$ cat src/rtl/config_frame_sequencer.sv
// config_frame_sequencer
// Turns a stream of 32-bit configuration words into row-by-row frame writes.
// The word stream syncs on SyncWord. Each header loads the frame address and
// optionally announces a multi-frame burst. Data words are streamed one row
// at a time. An optional XOR checksum closes each header's frames. Every
// completed frame fires a LongFrameStrobe pulse that is StrobeLength cycles
// long, and FrameCount records the number of frames committed.
module config_frame_sequencer #(
  parameter int          NumberOfRows    = 16,
  parameter int          RowSelectWidth  = 5,
  parameter int          FrameBitsPerRow = 32,
  parameter logic [31:0] SyncWord        = 32'hFAB0FAB1,
  parameter int          DesyncFlag      = 20,
  parameter int          BurstFlag       = 21,
  parameter bit          ChecksumEnable  = 1'b1,
  parameter int          StrobeLength    = 2
) (
  input  logic                       CLK,
  input  logic                       Reset,
  input  logic [31:0]                WriteData,
  input  logic                       WriteStrobe,
  output logic [FrameBitsPerRow-1:0] FrameAddressRegister,
  output logic                       LongFrameStrobe,
  output logic [RowSelectWidth-1:0]  RowSelect,
  output logic                       Synced,
  output logic                       ConfigError,
  output logic [15:0]                FrameCount
);

  // The strobe counter holds the number of high cycles still owed after the
  // current one, so its largest value is StrobeLength-1.
  localparam int StrobeCntW = (StrobeLength > 1) ? $clog2(StrobeLength) : 1;

  localparam logic [RowSelectWidth-1:0]  RowsInit     = RowSelectWidth'(NumberOfRows);
  localparam logic [RowSelectWidth-1:0]  RowLast      = RowSelectWidth'(1);
  localparam logic [RowSelectWidth-1:0]  RowNone      = {RowSelectWidth{1'b1}};
  localparam logic [StrobeCntW-1:0]      StrobeReload = StrobeCntW'(StrobeLength - 1);
  localparam logic [FrameBitsPerRow-1:0] AddrStep     = FrameBitsPerRow'(1);

  typedef enum logic [2:0] {
    UNSYNC,
    HEADER,
    COUNT,
    DATA,
    CHECK
  } state_t;

  state_t                    state;
  logic [RowSelectWidth-1:0] row_cnt;
  logic [15:0]               remaining;
  logic [31:0]               acc;
  logic [StrobeCntW-1:0]     strobe_cnt;
  logic                      commit;

  // This counter saturates at all-ones instead of wrapping to zero.
  function automatic logic [15:0] sat_inc16(input logic [15:0] value);
    if (value == 16'hFFFF) begin
      return value;
    end
    return value + 16'd1;
  endfunction

  // A burst length of zero is treated as a single frame.
  function automatic logic [15:0] burst_frames(input logic [15:0] field);
    if (field == 16'd0) begin
      return 16'd1;
    end
    return field;
  endfunction

  // The row indication is only meaningful while a data word is on the bus.
  always_comb begin
    RowSelect = RowNone;
    if (state == DATA && WriteStrobe) begin
      RowSelect = row_cnt;
    end
  end

  // A frame is committed on the accepting edge of its last row word.
  always_comb begin
    commit = 1'b0;
    if (state == DATA && WriteStrobe && row_cnt == RowLast) begin
      commit = 1'b1;
    end
  end

  // Word-driven sequencer: sync, header, burst count, row data and checksum.
  always_ff @(posedge CLK or posedge Reset) begin
    if (Reset) begin
      state                <= UNSYNC;
      Synced               <= 1'b0;
      ConfigError          <= 1'b0;
      FrameAddressRegister <= '0;
      row_cnt              <= '0;
      remaining            <= '0;
      acc                  <= '0;
      FrameCount           <= '0;
    end else if (WriteStrobe) begin
      case (state)
        UNSYNC: begin
          if (WriteData == SyncWord) begin
            state       <= HEADER;
            Synced      <= 1'b1;
            ConfigError <= 1'b0;
          end
        end

        HEADER: begin
          // The desync bit takes priority over the burst bit in the same header.
          if (WriteData[DesyncFlag]) begin
            state  <= UNSYNC;
            Synced <= 1'b0;
          end else begin
            FrameAddressRegister <= WriteData[FrameBitsPerRow-1:0];
            row_cnt              <= RowsInit;
            acc                  <= '0;
            if (WriteData[BurstFlag]) begin
              state <= COUNT;
            end else begin
              remaining <= 16'd1;
              state     <= DATA;
            end
          end
        end

        COUNT: begin
          remaining <= burst_frames(WriteData[15:0]);
          row_cnt   <= RowsInit;
          state     <= DATA;
        end

        DATA: begin
          acc <= acc ^ WriteData;
          if (row_cnt == RowLast) begin
            FrameCount <= sat_inc16(FrameCount);
            remaining  <= remaining - 16'd1;
            if (remaining == 16'd1) begin
              state <= ChecksumEnable ? CHECK : HEADER;
            end else begin
              // Later frames of a burst land on consecutive addresses, and
              // the address wraps around at the register width.
              FrameAddressRegister <= FrameAddressRegister + AddrStep;
              row_cnt              <= RowsInit;
            end
          end else begin
            row_cnt <= row_cnt - RowLast;
          end
        end

        CHECK: begin
          if (WriteData == acc) begin
            state <= HEADER;
          end else begin
            ConfigError <= 1'b1;
            Synced      <= 1'b0;
            state       <= UNSYNC;
          end
        end

        default: begin
          state  <= UNSYNC;
          Synced <= 1'b0;
        end
      endcase
    end
  end

  // Stretch each commit into a StrobeLength pulse. A commit that arrives
  // while the pulse is still high reloads the count, so the pulse is
  // extended rather than dropped.
  always_ff @(posedge CLK or posedge Reset) begin
    if (Reset) begin
      LongFrameStrobe <= 1'b0;
      strobe_cnt      <= '0;
    end else if (commit) begin
      LongFrameStrobe <= 1'b1;
      strobe_cnt      <= StrobeReload;
    end else if (strobe_cnt != '0) begin
      strobe_cnt <= strobe_cnt - StrobeCntW'(1);
    end else begin
      LongFrameStrobe <= 1'b0;
    end
  end

endmodule

$ cat config.mk
export PLATFORM = sky130hd
export DESIGN_NAME = config_frame_sequencer
export DESIGN_NICKNAME = d
export VERILOG_FILES = /design/src/rtl/config_frame_sequencer.sv
export SDC_FILE = /design/constraint.sdc
export NUM_CORES = 1
export LEC_CHECK = 0
export ABC_AREA = 0
export CAP_MARGIN = 20
export CORE_MARGIN = 2
export CORE_UTILIZATION = 40
export CTS_CLUSTER_SIZE = 28
export DETAILED_ROUTE_END_ITERATION = 6
export PLACE_DENSITY = 0.68
export SETUP_SLACK_MARGIN = 0.02
export SYNTH_ARGS = -nofsm -noshare
export SYNTH_HDL_FRONTEND = slang
export SYNTH_SLANG_ARGS = --single-unit
$ cat constraint.sdc
create_clock -name CLK -period 3.3 [get_ports CLK]
set_input_delay 0.66 -clock CLK [delete_from_list [all_inputs] [get_ports CLK]]
set_output_delay 0.66 -clock CLK [all_outputs]
set_load 0.005 [all_outputs]
=== After elaboration in Yosys (flattened, before gate mapping) ===
Cells that the tools add are included.
Widths: inputs -> output; s select.

* Register bits: 108
* Output and inout bits: 56
* Logic and storage cells: 97

* Add/subtract/negate cells: 5
* Eq/ne operators: 20
* Mux-type cells: 44
* Bitwise gates (word level): 2
* Reduce and logical (&&, ||, !) cells: 16

{| class="wikitable"
|+ Operator list
! cell !! number
|-
| $mux 32 || 4
|-
| $pmux 32 s2 || 2
|-
| $mux 16 || 6
|-
| $pmux 16 s3 || 1
|-
| $add 32x1->32 const B || 1
|-
| $eq 32x32->1 || 1
|-
| $eq 32x32->1 const B || 1
|-
| $xor 32x32->32 || 1
|-
| $mux 5 || 4
|-
| $mux 1 || 19
|-
| $add 16x1->16 const B || 1
|-
| $eq 16x1->1 const B || 1
|-
| $eq 16x16->1 const B || 1
|-
| $logic_not 16->1 || 1
|-
| $reduce_and 4->1 || 4
|-
| $sub 16x1->16 const B || 1
|-
| $pmux 3 s5 || 1
|-
| $pmux 5 s3 || 1
|-
| $reduce_and 5->1 || 3
|-
| $ne 2x2->1 const B || 7
|-
| $mux 3 || 3
|-
| $eq 3x2->1 const B || 2
|-
| $ne 2x1->1 const B || 3
|-
| $eq 5x1->1 const B || 1
|-
| 15 further kinds || 17
|}

=== Depth between registers and ports, before layout ===
* Depth in word-level cells: 7
* Depth in mapped cells: 9

=== Worst setup path after synthesis ===
Ideal clock, no wire load.

* Path kind: input to output
* From: input WriteStrobe
* To: output RowSelect[0]
* Arrival time: 1644 ps
* Required time: 2640 ps
* Setup slack: 996 ps
* Stages on the path: 6
* Buffers on the path: 3
* Path through: nor2b_1 clkbuf_1 and3_1 buf_4 clkbuf_1 nand2_1

* Word-level cells in the longest chain between the ends: 2

{| class="wikitable"
|+ RTL lines
! item !! RTL line !! source
|-
| start, declared || 21 || <nowiki>input logic WriteStrobe,</nowiki>
|-
| $logic_and 1x1->1 || 74 || <nowiki>if (state == DATA && WriteStrobe) begin</nowiki>
|-
| $mux 5 || 74 ||
|-
| end, declared || 24 || <nowiki>output logic [RowSelectWidth-1:0] RowSelect,</nowiki>
|}

No other way between the ends.

=== Worst setup path after layout ===
* From: input WriteStrobe
* To: output RowSelect[2]

Same word-level chain as after synthesis.

==> flow_summary.ini <==
[die]
die_h_um = 130
fp.coreArea_um2 = 15300
start_util = 0.413
pin_count = 91
dieArea_um2 = 16800
rows = 45
die_w_um = 130

[setup_path]
required_ps = 2640
start_kind = input pin
criticalPathCategory = in -> out
critPathMaxFanout = 7
crit_start = WriteStrobe
endpoint_kind = primary output
worstReg2RegStart = FrameAddressRegister[1]
cp.arrival_ps = 2310

[logic_synthesis]
synth_cell_type_count = 61
syn_area_um2 = 6330
synth-edff-count = 0
ys_seq_area_frac = 0.427
yosysTopAreaCell = dfrtp_1
synth_area_leaders = dfrtp_1 43%, o21ai_0 9.1%, nand2_1 7.6%, a21oi_1 5.1%, xnor2_1 4.6%
muxShareOfSynthArea = 0.00514
synth_ff_type = dfrtp_1
synth_top_area_frac = 0.427
synth_nets = 798
yosysMostFrequentCell = nand2_1
synth_top_family_by_area = simple AND/OR/NAND/NOR gates
async_flop_share = 1.00
synth_warnings = 0
synth_compound_area_frac = 0.219
syn_area_per_cell_um2 = 8.36
yosys.area_share.xor_xnor = 0.0678
yosys_register_bits = 108
syn_inst = 757
netlist_top_cells_count = 128 x nand2_1, 115 x o21ai_0, 108 x dfrtp_1, 65 x a21oi_1, 42 x nor2_1
yosys.area_share.simple = 0.225
yosys.area_share.adder = 0.0119

[placement]
place_ws_ps = 260
io_buffers = 90
dpl.hpwl_um = 13200
gp_congestion = 0.827

[timing]
rsz0062_at_grt = no
setup_slack_ps = 326
fin_crit_sh = 0.901
slew_viol_final = 0
setup_viol_count_final = 0
max_freq_mhz = 336
fin_skew_ps = 7.34
max_slew_margin = 0.509
tightest_slew_ps = 730
setup-tns-final_ps = 0
layout_min_cycle_time_ps = 2970
hold_viol_final = 0

[outcome]
outcome = completed

[power_and_ir_drop]
peakVddDrop_mv = 0.345
power_density_nw_per_um2 = 785
p_leak_nw = 3.12

[clocking]
cts_tree = built
clkTransAtPathRegs_ps = 70
cts_sinks = 108
clock_latency_ps = 360
numCtsBuffers = 9
clockBufferDepth = 2
cts-htree-levels = 3
cts_resized = 0
cts_root_buffer = clkbuf_16
postCtsSetupBuffers = 0
ctsHoldBuffers = 0

[detailed_routing]
drt_iter0_markers = 530
via_per_inst = 5.73
drt_first_pass_iters = 5
drt_wl_total_um = 18500
ant_nets = 0
wl_per_cell_um = 17.5
route.detailed.drc = 0
vias = 6081

[run]
drv_cap = 0

[cells_and_area]
diodes = 0
area_growth_syn_to_layout_pct = 23.3
final_layout_size_suffix_gt1_frac = 0.0729
nNetsFinal = 887
nFillCells = 1501

[global_routing]
grt_max_degree = 109
met2_usage = 0.356
met1_usage = 0.310
overflow = 0
met3_usage = 0.0369
grt_first_pass_wirelength_um = 29600
grt_pass1_vias = 5671
grt-busiest-layer = met2
antenna_found_initial = 0
grtUsageTotal = 0.225

[min_path]
hold_start = strobe_cnt
hold_path.class = reg -> reg
-- placed cells by master, fill, tap and decap left out, drive strengths merged, types with 5 or more instances in the layout --
cell,count
nand2,128
o21ai,115
dfrtp,108
clkdlybuf4s50,90
a21oi,65
nor2,42
xnor2,33
buf,27
nand3,27
nand4,20
inv,18
nor3,18
xor2,16
nor4,13
clkbuf,12
and3,12
o22ai,10
o31ai,7
a32oi,6
nand2b,6
ha,6
a22oi,5
a2bb2oi,5
-- registers in the layout (all words and copies together) (netlist names) --
signal	count
strobe_cnt	1
state	3
LongFrameStrobe	1
FrameAddressRegister	32
remaining	16
Synced	1
row_cnt	5
FrameCount	16
ConfigError	1
acc	32
-- kinds of logic (layout without fill, tap and decap cells) --
logic type | Yosys count | in the layout
fa+ha+maj | 6 | 6
buf+inv | 58 | 151
simple gates | 292 | 292
flops | 108 | 108
mux | 3 | 3
compound gates | 241 | 241
xor+xnor | 49 | 49
-- area by class of cell --
class                           instances  area, um2  area share
Clock buffer                           12        267      0.0342
Clock inverter                          3       21.3     0.00273
Inverter                               19       75.1     0.00963
Multi-Input combinational cell        591       3350       0.430
Sequential cell                       108       2700       0.347
Tap cell                              211        264      0.0339
Timing Repair Buffer                  117       1120       0.143
-- final timing paths --
| kind | end | slack (ps) | cells after the start |
|---|---|---|---|
| max | RowSelect[2] | 330 | 5 |
| min | LongFrameStrobe | 470 | 2 |
| max reg2reg | FrameAddressRegister[30] | 850 | 7 |
| min reg2reg | LongFrameStrobe | 470 | 2 |
| max in group asynchronous | FrameAddressRegister[22] | 2040 | 3 |
| min in group asynchronous | FrameAddressRegister[28] | 810 | 3 |
-- worst max-delay path, stage by stage --
cell and delay, ps:
clkdlybuf4s50_1 590, nor2b_1 190, and3_1 320, nand2b_1 90
clkdlybuf4s50_1 450
-- report_power, final --
group	switching [W]	total (W)	internal, W
clock network	0.000495	0.00107	0.000571
registers	0.000559	0.00235	0.00179
logic	0.00146	0.00270	0.00124
total	0.00252	0.00612	0.00360
-- per-layer routing --
metal  vias to the layer above  share of wire
met5                         -              0
met4                         0          0.026
met3                        33          0.057
met2                       190           0.47
met1                      2965           0.45
li1                       2893              -
-- stage by stage --
stage | hold WS [ps] | cells | instance area [um2] | utilization | total power [W]
after CTS | 474 | 1061 | 7800 | 0.509 | 0.00614
after floorplan | 423 | 757 | 6330 | - | 0.00402
final | 465 | 1061 | 7800 | 0.509 | 0.00612
after detailed placement | 435 | 1046 | 7510 | 0.490 | 0.00506
after global placement | 449 | 1046 | 7510 | 0.490 | 0.00501
after global routing | 507 | 1061 | 7800 | 0.509 | 0.00662
No activity file was read; power rests on OpenSTA's default activity.
